File: src/rtl/mul_gen_pkg.sv
// Shared types for the mul_gen sequential multiplier: FSM state encoding and
// the helper that sizes the iteration counter.
package mul_gen_pkg;

    typedef enum logic [1:0] {
        IDLE = 2'd0,
        RUN  = 2'd1,
        NEG  = 2'd2
    } state_t;

    // Counter wide enough to hold WIDTH-1 with headroom for the increment.
    function automatic int mul_gen_width_t(input int width);
        return $clog2(width) + 1;
    endfunction

endpackage

File: src/rtl/mul_gen.sv
// Parametrised shift-add multiplier (unsigned or two's complement) driving an
// external shared adder. Define MUL_GEN_EARLY_EXIT_EN to stop RUN once the multiplier is exhausted.
//
// Handshake: start is accepted only in IDLE; busy rises on the accepting edge and
// falls on the edge where done pulses for one cycle and result becomes valid.
module mul_gen
    import mul_gen_pkg::*;
#(
    parameter int WIDTH = 8
) (
    input  logic               clk,
    input  logic               rst,
    input  logic [WIDTH-1:0]   a_i,
    input  logic [WIDTH-1:0]   b_i,
    input  logic               signed_i,
    input  logic               start,
    output logic               busy,
    output logic               done,
    output logic [2*WIDTH-1:0] result,
    output logic [2*WIDTH-1:0] sum_in_a,
    output logic [2*WIDTH-1:0] sum_in_b,
    input  logic [2*WIDTH-1:0] sum_out,
    output state_t             dbg_state
);

    localparam int               W2       = 2 * WIDTH;
    localparam int               CNT_W    = mul_gen_width_t(WIDTH);
    localparam logic [CNT_W-1:0] CNT_LAST = CNT_W'(WIDTH - 1);
    localparam logic [CNT_W-1:0] CNT_ONE  = CNT_W'(1);
    localparam logic [WIDTH-1:0] ONE_W    = WIDTH'(1);
    localparam logic [W2-1:0]    ONE_W2   = W2'(1);

    state_t           state, state_nxt;
    logic [W2-1:0]    mcand, mplr, acc;
    logic [W2-1:0]    mplr_shr;
    logic [CNT_W-1:0] cnt;
    logic             neg;
    logic             last_iter;
    logic [WIDTH-1:0] a_mag, b_mag;

    // The most-negative operand negates to itself, which read unsigned is 2^(WIDTH-1).
    assign a_mag = (signed_i && a_i[WIDTH-1]) ? (~a_i + ONE_W) : a_i;
    assign b_mag = (signed_i && b_i[WIDTH-1]) ? (~b_i + ONE_W) : b_i;

    assign mplr_shr  = mplr >> 1;
    assign dbg_state = state;

`ifdef MUL_GEN_EARLY_EXIT_EN
    assign last_iter = (cnt == CNT_LAST) || (mplr_shr == '0);
`else
    assign last_iter = (cnt == CNT_LAST);
`endif

    always_ff @(posedge clk or negedge rst) begin
        if (!rst) state <= IDLE;
        else      state <= state_nxt;
    end

    always_comb begin
        state_nxt = state;
        sum_in_a  = '0;
        sum_in_b  = '0;
        case (state)
            IDLE: if (start) state_nxt = RUN;
            RUN: begin
                sum_in_a = acc;
                sum_in_b = mplr[0] ? mcand : '0;
                if (last_iter) state_nxt = neg ? NEG : IDLE;
            end
            NEG: begin
                // Two's-complement negate; a zero product stays zero.
                sum_in_a  = ~acc;
                sum_in_b  = ONE_W2;
                state_nxt = IDLE;
            end
            default: state_nxt = IDLE;
        endcase
    end

    always_ff @(posedge clk or negedge rst) begin
        if (!rst) begin
            mcand  <= '0;
            mplr   <= '0;
            acc    <= '0;
            cnt    <= '0;
            neg    <= 1'b0;
            busy   <= 1'b0;
            done   <= 1'b0;
            result <= '0;
        end else begin
            done <= 1'b0;
            case (state)
                IDLE: if (start) begin
                    mcand <= {{WIDTH{1'b0}}, a_mag};
                    mplr  <= {{WIDTH{1'b0}}, b_mag};
                    neg   <= signed_i & (a_i[WIDTH-1] ^ b_i[WIDTH-1]);
                    acc   <= '0;
                    cnt   <= '0;
                    busy  <= 1'b1;
                end
                RUN: begin
                    acc   <= sum_out;
                    mcand <= mcand << 1;
                    mplr  <= mplr_shr;
                    cnt   <= cnt + CNT_ONE;
                    if (last_iter && !neg) begin
                        result <= sum_out;
                        busy   <= 1'b0;
                        done   <= 1'b1;
                    end
                end
                NEG: begin
                    result <= sum_out;
                    busy   <= 1'b0;
                    done   <= 1'b1;
                end
                default: ;
            endcase
        end
    end

endmodule

File: config.mk
export PLATFORM = sky130hd
export DESIGN_NAME = mul_gen
export DESIGN_NICKNAME = d
export VERILOG_FILES = /design/src/rtl/mul_gen_pkg.sv /design/src/rtl/mul_gen.sv
export SDC_FILE = /design/constraint.sdc
export NUM_CORES = 1
export LEC_CHECK = 0
export BUFFER_PORTS_ARGS = -buffer_cell sky130_fd_sc_hd__buf_2
export CAP_MARGIN = 5
export CORE_MARGIN = 5
export CORE_UTILIZATION = 48
export DETAILED_ROUTE_END_ITERATION = 10
export MAX_ROUTING_LAYER = met4
export PLACE_DENSITY = 0.74
export SETUP_SLACK_MARGIN = 0.5
export SLEW_MARGIN = 25
export SYNTH_ARGS = -nofsm -noshare
export SYNTH_HDL_FRONTEND = slang
export SYNTH_SLANG_ARGS = --single-unit
File: constraint.sdc
create_clock -name clk -period 3.9 [get_ports clk]
set_input_delay 0.39 -clock clk [delete_from_list [all_inputs] [get_ports clk]]
set_output_delay 0.39 -clock clk [all_outputs]
set_load 0.02 [all_outputs]
# Word-level counts from Yosys, hierarchy flattened
# Index checks and enable logic that the tools add are counted.
dict set report totals {
  ff_bits 73
  mem_count 0
  output_inout_bits 52
  mem_bits_rw 0
  wordCells 60
  latch_bits 0
  inputBits 36
  mem_bits_ro 0
}
dict set report op_classes {
  n_eq_ne 6
  div 0
  shift 0
  muxes 24
  reduce_logical 13
  bitwise_logic 5
  order_cmp 0
  multipliers 0
  addsub 3
}
# cell n
set op_table {}
lappend op_table {{16-bit case mux with 2 select lines} 6}
lappend op_table {{16-bit two-way mux} 5}
lappend op_table {{8-bit by 1-bit adder with 8-bit output, second input constant} 2}
lappend op_table {{8-bit two-way mux} 2}
lappend op_table {{16-bit inverter} 1}
lappend op_table {{8-bit inverter} 2}
lappend op_table {{4-bit case mux with 2 select lines} 1}
lappend op_table {{2-bit AND reduction} 4}
lappend op_table {{2-bit two-way mux} 3}
lappend op_table {{2-bit inequality test, second input constant} 3}
lappend op_table {{4-bit by 1-bit adder with 4-bit output, second input constant} 1}
lappend op_table {{4-bit by 3-bit equality test with 1-bit output, second input constant} 1}
lappend op_table {{4-bit two-way mux} 1}
lappend op_table {{2-bit case mux with 2 select lines} 1}
lappend op_table {{2-bit nonzero test} 2}
lappend op_table {{1-bit logical AND} 3}
lappend op_table {{1-bit two-way mux} 3}
lappend op_table {{1-bit case mux with 3 select lines} 1}
lappend op_table {{3-bit AND reduction} 1}
lappend op_table {{3-bit nonzero test} 1}
lappend op_table {{2-bit by 1-bit equality test with 1-bit output, second input constant} 1}
lappend op_table {{2-bit equality test, second input constant} 1}
lappend op_table {{2-bit logical NOT} 1}
lappend op_table {{1-bit case mux with 2 select lines} 1}
lappend op_table {{other kinds (3)} 3}

# Logic depth before layout (Yosys ltp)
# Gate-level depths: netlist (run 1).
dict set report depth {
  depth_word 5
  ltp_mapped 7
  mapped_depth_nobuf 6
}

# Worst setup path before layout (run 1)
# OpenSTA, ideal clock, no wires.
dict set report synth_path {
  path_type {reg-to-output}
  from {register state[1] (netlist: dbg_state[1])}
  to {output sum_in_b[11]}
  arrival_ns 1.659
  path_buffers 2
  setup_slack_ns 1.851
  path_stages_with_launch 7
  cell_sequence {dfrtp_1 > inv_1 > ha_1 > buf_2 > and3_1 > clkbuf_1 > and2_1}
}
dict set report synth_between {
  elab_chain_cells 2
  word_cells_on_any_way 3
}
# element line
set synth_lines {}
lappend synth_lines {{start: declaration} mul_gen.sv:33} ;# state_t state, state_nxt;
lappend synth_lines {{start signal: assignment} mul_gen.sv:56} ;# else state <= state_nxt;
lappend synth_lines {{2-bit equality test or 2-bit by 1-bit equality test with 1-bit output (tied branches)} mul_gen.sv:63} ;# case (state)
lappend synth_lines {{16-bit case mux with 2 select lines *} mul_gen.sv:63}
lappend synth_lines {{end: declaration} mul_gen.sv:21} ;# output logic [2*WIDTH-1:0] sum_in_b,
# Every way passes the cells marked *; elsewhere a longest branch is shown, timed or not.

# Final worst setup path (run 1)
dict set report layout_path {
  from {register state[0] (netlist: dbg_state[0])}
  to {output sum_in_b[0]}
}
# Same word-level chain as after synthesis.

==> impl_metrics.yaml, run 1 <==
run_status:
  status: "complete, no violations"
drt:
  drt_iter0_drc: 127
  num_vias: 2543
  dr.pass1.iters: 4
  drc_errors: 0
  vias_per_cell: 5.48
  final_antenna_net_count: 0
  drt-total-wl_mm: 7.65
  avgRoutedWirePerCell_um: 16.5
critical_path:
  critPathLaunchType: "flip-flop"
  reg2reg_depth: 4
  slowest_delay_ns: 0.49
  crit_arrival_ns: 2.08
  setup.worst_path.end: "sum_in_b[0]"
  r2r_slack_ns: 1.73
  slowest_stage: "and3_1"
  worstPathCellList: "inv_1 -> ha_1 -> and3_1 -> a22o_1 -> buf_2"
  endpoint_kind: "primary output"
  critPathRequiredTime_ns: 3.51
  regToRegEndpoint: "result[7]"
  critical_path_class: "flip-flop to primary output"
  r2r-start: "dbg_state[0]"
  crit_path_start: "dbg_state[0]"
  crit_fanout: 15
floorplan:
  die_w_um: 93.2
  core_area_um2: 6760
  fp.dieH_um: 93.2
  rows: 30
  start_util_pct: 49.2
  die_area_um2: 8690
  ioPinCount: 88
clocking:
  cts_tree: "built"
  clkTransAtPathRegs_ns: 0.07
  htreeDepth: 3
  holdBufCountCts: 0
  clock_sinks: 65
  cts_buffers: 9
  cts_resized: 0
  clk_latency_ns: 0.33
  post_cts_buffers: 0
  cts_buffer_depth: 2
  cts-root-buf: "clkbuf_8"
power_and_ir_drop:
  p_leak_nw: 2.02
  power_density_nw_per_um2: 888
  totalPowerFinal_mw: 3.53
  ir_drop_v: 0.000387
placement:
  globalplace.congestion: 0.812
  io_buffers: 87
  hpwl_mm: 5.46
  placed_area_um2: 3800
synth:
  ys.warnings.count: 0
  seq_area_frac_synth_pct: 48.9
  synthCells: 295
  ys.flop_type: "dfrtp_1"
  ys_ff_latch: 65
  ys_types: 40
  syn-num-nets: 338
  syn_area_um2: 3330
  async_flop_share_pct: 100
  synth_edf_count: 0
  syn_area_per_cell_um2: 11.3
layout:
  antenna_cells: 0
  fin_area_um2: 3980
  drive_gt1_share_pct: 38.3
  fill_cells: 582
  utilization_pct: 58.8
  synthToLayoutAreaGrowth_pct: 19.5
  final_nets: 422
min_path:
  hp-class: "input port to asynchronous set/reset pin"
run:
  cap_violations: 0
sta:
  setup_viol: 0
  final_min_period_over_clock_period_pct: 63.5
  setup_tns_ns: 0
  relSlewSlack_pct: 51.3
  min_period_ns: 2.47
  rsz0062_at_grt: "no"
  fmax_mhz: 404
  drv_slew: 0
  worst_pin_slew_ns: 0.729
  hold_viol: 0
  clock-skew-final_ns: 0.00716
global_route:
  grt_max_degree: 47
  overflow: 0
  grtUsageTotal_pct: 18.6
  antenna_found_initial: 0
  grt_pass1_wl_mm: 12.4
  grt_pass1_vias: 2518
[metal layers]
| metal | share of wire, % | up-vias | routed length, µm | GRT usage (%) |
|---|---|---|---|---|
| met4 | 1.6 | 0 | 119 | 6.96 |
| li1 | - | 1226 | - | - |
| met3 | 4.1 | 10 | 315 | 2.98 |
| met5 | 0 | - | 0 | - |
| met2 | 51 | 66 | 3880 | 30.3 |
| met1 | 44 | 1241 | 3340 | 23.5 |
[critical path, delay by kind of cell, from the launching register on]
family                     cells  cell delay [ns]
buffers and inverters          2             0.27
and+or+nand+nor                1             0.49
DFF                            1             0.42
adders and majority gates      1             0.34
AOI/OAI and AO/OA              1             0.24
[layout by cell type, fill, tap and decap left out, types with 6 or more instances in the layout]
master | synthesis | layout
a21oi_1 | 15 | 15
a22o_1 | 26 | 26
and2_1 | 15 | 15
buf_2 | 11 | 86
clkbuf_8 | 0 | 11
dfrtp_1 | 65 | 65
ha_1 | 7 | 7
inv_1 | 7 | 7
mux2_2 | 26 | 26
mux2_4 | 10 | 10
nand2_1 | 20 | 20
nor2_1 | 13 | 13
o21ai_0 | 21 | 21
o22ai_1 | 6 | 6
xnor2_1 | 10 | 10
[final cells by class]
type	instances	area [µm²]	share of cell area (%)
multi-input combinational	204	1570	39.6
inverter	8	32.5	0.818
clock buffer	13	159	4.00
clock inverter	3	15.0	0.378
tap	80	100	2.52
sequential	65	1630	40.9
timing repair buffer	91	468	11.8
[state kept, by name, indices dropped and copies added (netlist names)]
name,flops
acc,16
mcand,16
result,16
mplr,8
cnt,4
dbg_state,2
busy,1
done,1
neg,1
[worst min-delay path by stage]
| stage | startpoint | endpoint | cells past startpoint |
|---|---|---|---|
| 2_1_floorplan | rst | acc[0] | 0 |
| 3_3_place_gp | mplr[3] | mplr[3] | 2 |
| 3_5_place_dp | mplr[3] | mplr[3] | 2 |
| 4_1_cts | rst | result[11] | 1 |
| 5_1_grt | rst | result[2] | 1 |
| 6_report | rst | result[11] | 1 |
[through the flow]
step	setup WS, ns	std cells	hold slack, ns
2_1_floorplan	1.85	295	0.0944
3_3_place_gp	1.83	448	0.463
3_5_place_dp	1.75	448	0.467
4_1_cts	1.42	464	0.200
5_1_grt	1.28	464	0.0619
6_report	1.43	464	0.0295
[power by group]
group	internal (mW)	switching, mW	leakage (nW)
Combinational	0.760	1.05	1.12
Clock	0.263	0.242	0.0932
Sequential	0.996	0.217	0.808
Total	2.02	1.51	2.02
[synthesized netlist by cell type, types with 3 or more instances]
cell      count  share of area, %
clkbuf_1      5              0.56
inv_1         7              0.79
a22o_1       26               6.8
buf_2        11               1.7
nand2_1      20               2.3
ha_1          7               2.6
dfrtp_1      65                49
a31oi_1       3              0.56
xnor2_1      10               2.6
o22ai_1       6               1.1
nor2_1       13               1.5
a21oi_1      15               2.3
o21ai_0      21               3.2
and2_1       15               2.8
mux2_4       10               4.5
mux2i_1       4               1.2
mux2_2       26               8.8
nor3_1        3              0.45
[cell families after synthesis]
logic type | after synthesis | synth area share, %
compound gates | 80 | 16.3
buf+inv | 26 | 3.76
fa+ha+maj | 7 | 2.63
xor+xnor | 11 | 2.90
flops | 65 | 48.9
simple gates | 65 | 10.3
mux | 41 | 15.2
Note: power is estimated with default switching activity, not from simulation.
==> inputs of run 2 (changes only) <==
==> constraint.sdc (replaced) <==
create_clock -name clk -period 2.43 [get_ports clk]
set_input_delay 0.243 -clock clk [delete_from_list [all_inputs] [get_ports clk]]
set_output_delay 0.243 -clock clk [all_outputs]
set_load 0.02 [all_outputs]
==> run 2 against run 1 <==
Compared with the run above: combinational power increased by 82%; worst setup slack worse by 0.99 ns; cell count increased by 2.2%; count of clock-buffer cells in the layout fell by 3; flip-flop and latch count unchanged; clock power up 120%; global-route usage grew 0.21 points; highest routed layer unchanged; cell area increased by 8.0%; sequential share of layout area is 3.0 points lower; non-clock buffer count grew 9; worst hold slack gained 0.11 ns; sequential power increased by 60%.
==> impl_metrics.yaml, run 2 (synthesized netlist as in run 1, its figures left out) <==
run_status:
  status: "complete, no violations"
global_route:
  overflow: 0
  grt_pass1_vias: 2587
  grt_util_met1_pct: 24.7
  met2_usage_pct: 29.0
  grt_busiest_layer: "met2"
  grtUsageTotal_pct: 18.8
  grtUsageMet3_pct: 3.22
  grt_max_degree: 54
  antenna_found_initial: 0
  grt_pass1_wl_mm: 12.6
critical_path:
  endpoint_kind: "primary output"
  critPathRequiredTime_ns: 2.19
  crit_fanout: 8
  slowest_stage: "dfrtp_1"
  worstPathCellList: "inv_2 -> ha_4 -> and3_4 -> a22o_1 -> buf_6"
  critical_path_class: "flip-flop to primary output"
  crit_arrival_ns: 1.75
  slowest_delay_ns: 0.41
  critPathLaunchType: "flip-flop"
placement:
  globalplace.congestion: 0.775
  dp_slack_ns: 0.238
  io_buffers: 87
  hpwl_mm: 5.44
layout:
  antenna_cells: 0
  multi_input_area_um2: 1640
  reg_top3: "acc x16, mcand x16, result x16"
  layout_commonest_cell: "buf_2"
  fill_cells: 537
  drive_gt1_share_pct: 43.1
  utilization_pct: 63.5
  layout_common_cells: "72 x buf_2, 65 x dfrtp_1, 26 x a22o_1, 25 x mux2_2, 21 x o21ai_0"
  seqCellArea_um2: 1630
  synthToLayoutAreaGrowth_pct: 29.1
  final_nets: 432
clocking:
  clock_sinks: 65
  cts-root-buf: "clkbuf_8"
  clk_latency_ns: 0.33
  cts_buffer_depth: 2
  cts_tree: "built"
  clkTransAtPathRegs_ns: 0.07
  htreeDepth: 3
  cts_buffers: 9
sta:
  min_period_ns: 1.99
  relSlewSlack_pct: 56.0
  rsz0062_at_grt: "yes"
  layout_setup_ws_ns: 0.439
  drv_slew: 0
  final_min_period_over_clock_period_pct: 81.9
  fmax_mhz: 502
  hold_viol: 0
  clock-skew-final_ns: 0.00589
  setup_viol: 0
  setup_tns_ns: 0
  worst_pin_slew_ns: 0.658
drt:
  drt_iter0_drc: 139
  avgRoutedWirePerCell_um: 16.6
  drc_errors: 0
  num_vias: 2646
  dr.pass1.iters: 4
  drt-total-wl_mm: 7.85
  final_antenna_net_count: 0
  vias_per_cell: 5.58
power_and_ir_drop:
  ir_drop_v: 0.000558
  power_density_nw_per_um2: 1480
  p_leak_nw: 2.13
run:
  cap_violations: 0
floorplan:
  fp.dieH_um: 93.2
  rows: 30
  die_area_um2: 8690
  ioPinCount: 88
  core_area_um2: 6760
  start_util_pct: 49.2
  die_w_um: 93.2
min_path:
  hp-class: "input port to flip-flop"
[run 2: cell count changes in the layout (fill, tap and decap cells not counted), moves of 2 or more]
cell       delta
bufinv_16     +3
and2_4        +7
ha_4          +2
buf_2        -14
buf_4         +7
ha_1          -3
and2_1        -7
and3_4        +2
buf_12        +2
clkbuf_1      -2
buf_6        +13
[run 2: layer usage]
layer  part of all wire, %  vias up
li1                      -     1267
met1                    45     1291
met2                    48       76
met3                   4.9       12
met4                   2.1        0
met5                     0        -
[run 2: final cells by class]
cell class | instances | share of cell area, %
Clock buffer | 10 | 3.21
Clock inverter | 6 | 2.45
Inverter | 8 | 0.758
Multi-Input combinational cell | 205 | 38.3
Sequential cell | 65 | 37.9
Tap cell | 80 | 2.33
Timing Repair Buffer | 100 | 15.1
[run 2: where the power goes]
| part | switching, mW | internal, mW | leakage [nW] | total (mW) |
|---|---|---|---|---|
| clock network | 0.402 | 0.704 | 0.126 | 1.11 |
| registers | 0.345 | 1.60 | 0.808 | 1.94 |
| logic | 1.81 | 1.49 | 1.20 | 3.29 |
[run 2: worst paths after layout]
path,startpoint,endpoint,slack (ns),depth (start not counted)
max,dbg_state[1],sum_in_b[0],0.44,5
min,sum_out[8],acc[8],0.14,2
max reg2reg,dbg_state[0],result[3],0.60,7
min reg2reg,mplr[3],mplr[3],0.49,2
max in group asynchronous,rst,mcand[0],1.52,3
min in group asynchronous,rst,result[11],0.33,2
[run 2: what timing repair did]
item	in CTS	in global routing
gates resized for setup	9	37
gates cloned	1	0
setup endpoints to repair	83	52
pin swaps	1	5
endpoints found under the hold margin	12	0
setup buffers	5	1
hold buffers	1	0
[run 2: per-stage QoR]
stage / hold slack [ns] / std cells / power, mW / area (µm²)
2_1_floorplan: -0.0526 / 295 / 4.08 / 3330
3_3_place_gp: 0.154 / 450 / 4.83 / 3830
3_5_place_dp: 0.158 / 450 / 4.90 / 3830
4_1_cts: 0.126 / 473 / 6.22 / 4170
5_1_grt: 0.125 / 474 / 6.75 / 4290
6_report: 0.137 / 474 / 6.34 / 4290
[run 2: worst max-delay path: cells and delay by family, from the launching register on]
family                     cells  cell delay [ns]
AOI/OAI and AO/OA              1             0.21
adders and majority gates      1             0.31
buffers and inverters          2             0.22
DFF                            1             0.41
and+or+nand+nor                1             0.26
==> inputs of run 3 (changes only) <==
--- a/config.mk
+++ b/config.mk
@@ -11,7 +11,7 @@
 export CORE_UTILIZATION = 48
 export DETAILED_ROUTE_END_ITERATION = 10
 export MAX_ROUTING_LAYER = met4
-export PLACE_DENSITY = 0.74
+export PLACE_DENSITY = 0.77
 export SETUP_SLACK_MARGIN = 0.5
 export SLEW_MARGIN = 25
 export SYNTH_ARGS = -nofsm -noshare
==> constraint.sdc (replaced) <==
create_clock -name clk -period 1.7 [get_ports clk]
set_input_delay 0.17 -clock clk [delete_from_list [all_inputs] [get_ports clk]]
set_output_delay 0.17 -clock clk [all_outputs]
set_load 0.02 [all_outputs]
==> run 3 against run 2 <==
Compared with the run above: critical path type unchanged; total power grew 80%; cell area rose by 17%; flip-flop and latch count unchanged; the run now ends with setup timing left; sequential share of layout area is 5.4 points lower; clock power rose by 13%; register-to-register slack lost 0.80 ns; core utilization increased by 11 points; worst setup slack got worse by 0.66 ns; worst hold slack got worse by 0.082 ns; clock skew increased by 0.0074 ns.
==> impl_metrics.yaml, run 3 (synthesized netlist as in run 1, its figures left out) <==
run_status:
  status: "finished, violations left"
  violations: "setup timing"
critical_path:
  r2r_slack_ns: -0.20
  critPathRequiredTime_ns: 1.53
  crit_fanout: 17
  r2r-start: "dbg_state[1]"
  critPathLaunchType: "flip-flop"
  reg2reg_depth: 10
  regToRegEndpoint: "mcand[4]"
  endpoint_kind: "primary output"
  critical_path_class: "flip-flop to primary output"
  crit_arrival_ns: 1.75
power_and_ir_drop:
  power_density_nw_per_um2: 2280
  p_sw_mw: 4.61
  clkPwrFrac_pct: 11.0
  swShare_pct: 40.3
  ir_drop_v: 0.00115
  p_int_mw: 6.83
  pwr-share-seq_pct: 25.2
  p_leak_nw: 2.47
  combPwrFrac_pct: 63.9
sta:
  min_period_ns: 1.92
  final_min_period_over_clock_period_pct: 113
  worst_pin_slew_ns: 0.515
  fmax_mhz: 521
  relSlewSlack_pct: 65.2
  clock-skew-final_ns: 0.0133
  drv_slew: 0
  hold_viol: 0
  rsz0062_at_grt: "yes"
  setup_viol: 84
  layout_setup_ws_ns: -0.218
  holdWs_ns: 0.0548
layout:
  final_nets: 469
  layout_commonest_cell: "dfrtp_1"
  utilization_pct: 74.3
  antenna_cells: 0
  seqCellArea_um2: 1630
  drive_gt1_share_pct: 53.1
  fill_cells: 411
  synthToLayoutAreaGrowth_pct: 51.0
  fin_area_um2: 5020
  multi_input_area_um2: 1850
  layout_common_cells: "63 x dfrtp_1, 53 x buf_2, 43 x buf_6, 35 x mux2_4, 26 x a22o_1"
  reg_top3: "acc x16, mcand x16, result x16"
floorplan:
  core_area_um2: 6760
  fp.dieH_um: 93.2
  die_w_um: 93.2
  die_area_um2: 8690
  ioPinCount: 88
  rows: 30
  start_util_pct: 49.2
global_route:
  grt_max_degree: 38
  antenna_found_initial: 0
  grt_pass1_vias: 3094
  grtUsageTotal_pct: 23.8
  overflow: 0
  grt_pass1_wl_mm: 15.7
min_path:
  min_from: "sum_out[3]"
  hold_end: "acc[3]"
  hp-class: "input port to flip-flop"
  worstHoldPathCells: 2
placement:
  dp_slack_ns: -0.271
  hpwl_mm: 5.68
  io_buffers: 87
  placed_area_um2: 4020
  globalplace.congestion: 0.878
drt:
  drt_iter0_drc: 190
  avgRoutedWirePerCell_um: 20.4
  drt-total-wl_mm: 10.4
  dr.pass1.iters: 5
  vias_per_cell: 5.91
  final_antenna_net_count: 0
  drc_errors: 0
  num_vias: 3021
clocking:
  htreeDepth: 3
  clock_sinks: 65
  cts_tree: "built"
  cts-root-buf: "clkbuf_8"
  clk_latency_ns: 0.35
  clkTransAtPathRegs_ns: 0.07
  cts_buffers: 9
  cts_buffer_depth: 2
run:
  cap_violations: 0
[run 3: cell type report]
| type | instances | area share (%) |
|---|---|---|
| tap | 80 | 1.99 |
| clock inverter | 2 | 0.249 |
| timing repair buffer | 135 | 24.2 |
| inverter | 8 | 0.748 |
| sequential | 65 | 32.4 |
| clock buffer | 14 | 3.44 |
| multi-input combinational | 207 | 36.9 |
[run 3: through the flow]
step / power, mW / TNS [ns] / cells
floorplan: 6.26 / 0 / 295
detailed placement: 7.52 / -6.97 / 462
finish: 11.4 / -10.50 / 511
global route: 11.9 / -14.67 / 511
global placement: 7.34 / -4.12 / 462
CTS: 10.8 / -7.04 / 507
[run 3: repair_timing]
item,in CTS,in global routing
resized for setup,136,26
pin swaps,17,11
setup endpoints to repair,99,99
hold endpoints to repair,12,0
setup buffers,22,3
cloned,6,1
hold buffers,1,0
[run 3: routing by layer]
layer,track usage (%),vias to the layer above,wire length [µm]
met2,37.3,129,5190
li1,-,1322,-
met4,10.1,0,299
met3,4.83,30,551
met5,-,-,0
met1,30.1,1540,4380
[run 3: worst max-delay path: stages (launching register included)]
cell     delay, ns
dfrtp_2       0.42
buf_6         0.13
ha_4          0.16
buf_8         0.13
buf_12        0.14
mux2_4        0.28
buf_6         0.13
[run 3: power by group through the flow]
stage	Combinational, mW	Sequential (mW)	Clock (mW)
after detailed placement	4.72	2.80	0
after global placement	4.57	2.77	0
after floorplan	3.25	3.01	0
final	7.31	2.88	1.25
after CTS	6.78	2.82	1.25
after global routing	7.65	2.95	1.33
[run 3: worst max-delay path by stage]
stage | startpoint | endpoint | cells after the start
after floorplan | dbg_state[0] | result[0] | 6
after global placement | dbg_state[0] | mplr[6] | 6
after detailed placement | dbg_state[1] | mplr[6] | 6
after CTS | dbg_state[0] | sum_in_b[0] | 6
after global routing | dbg_state[0] | sum_in_a[8] | 6
final | dbg_state[0] | sum_in_a[8] | 6
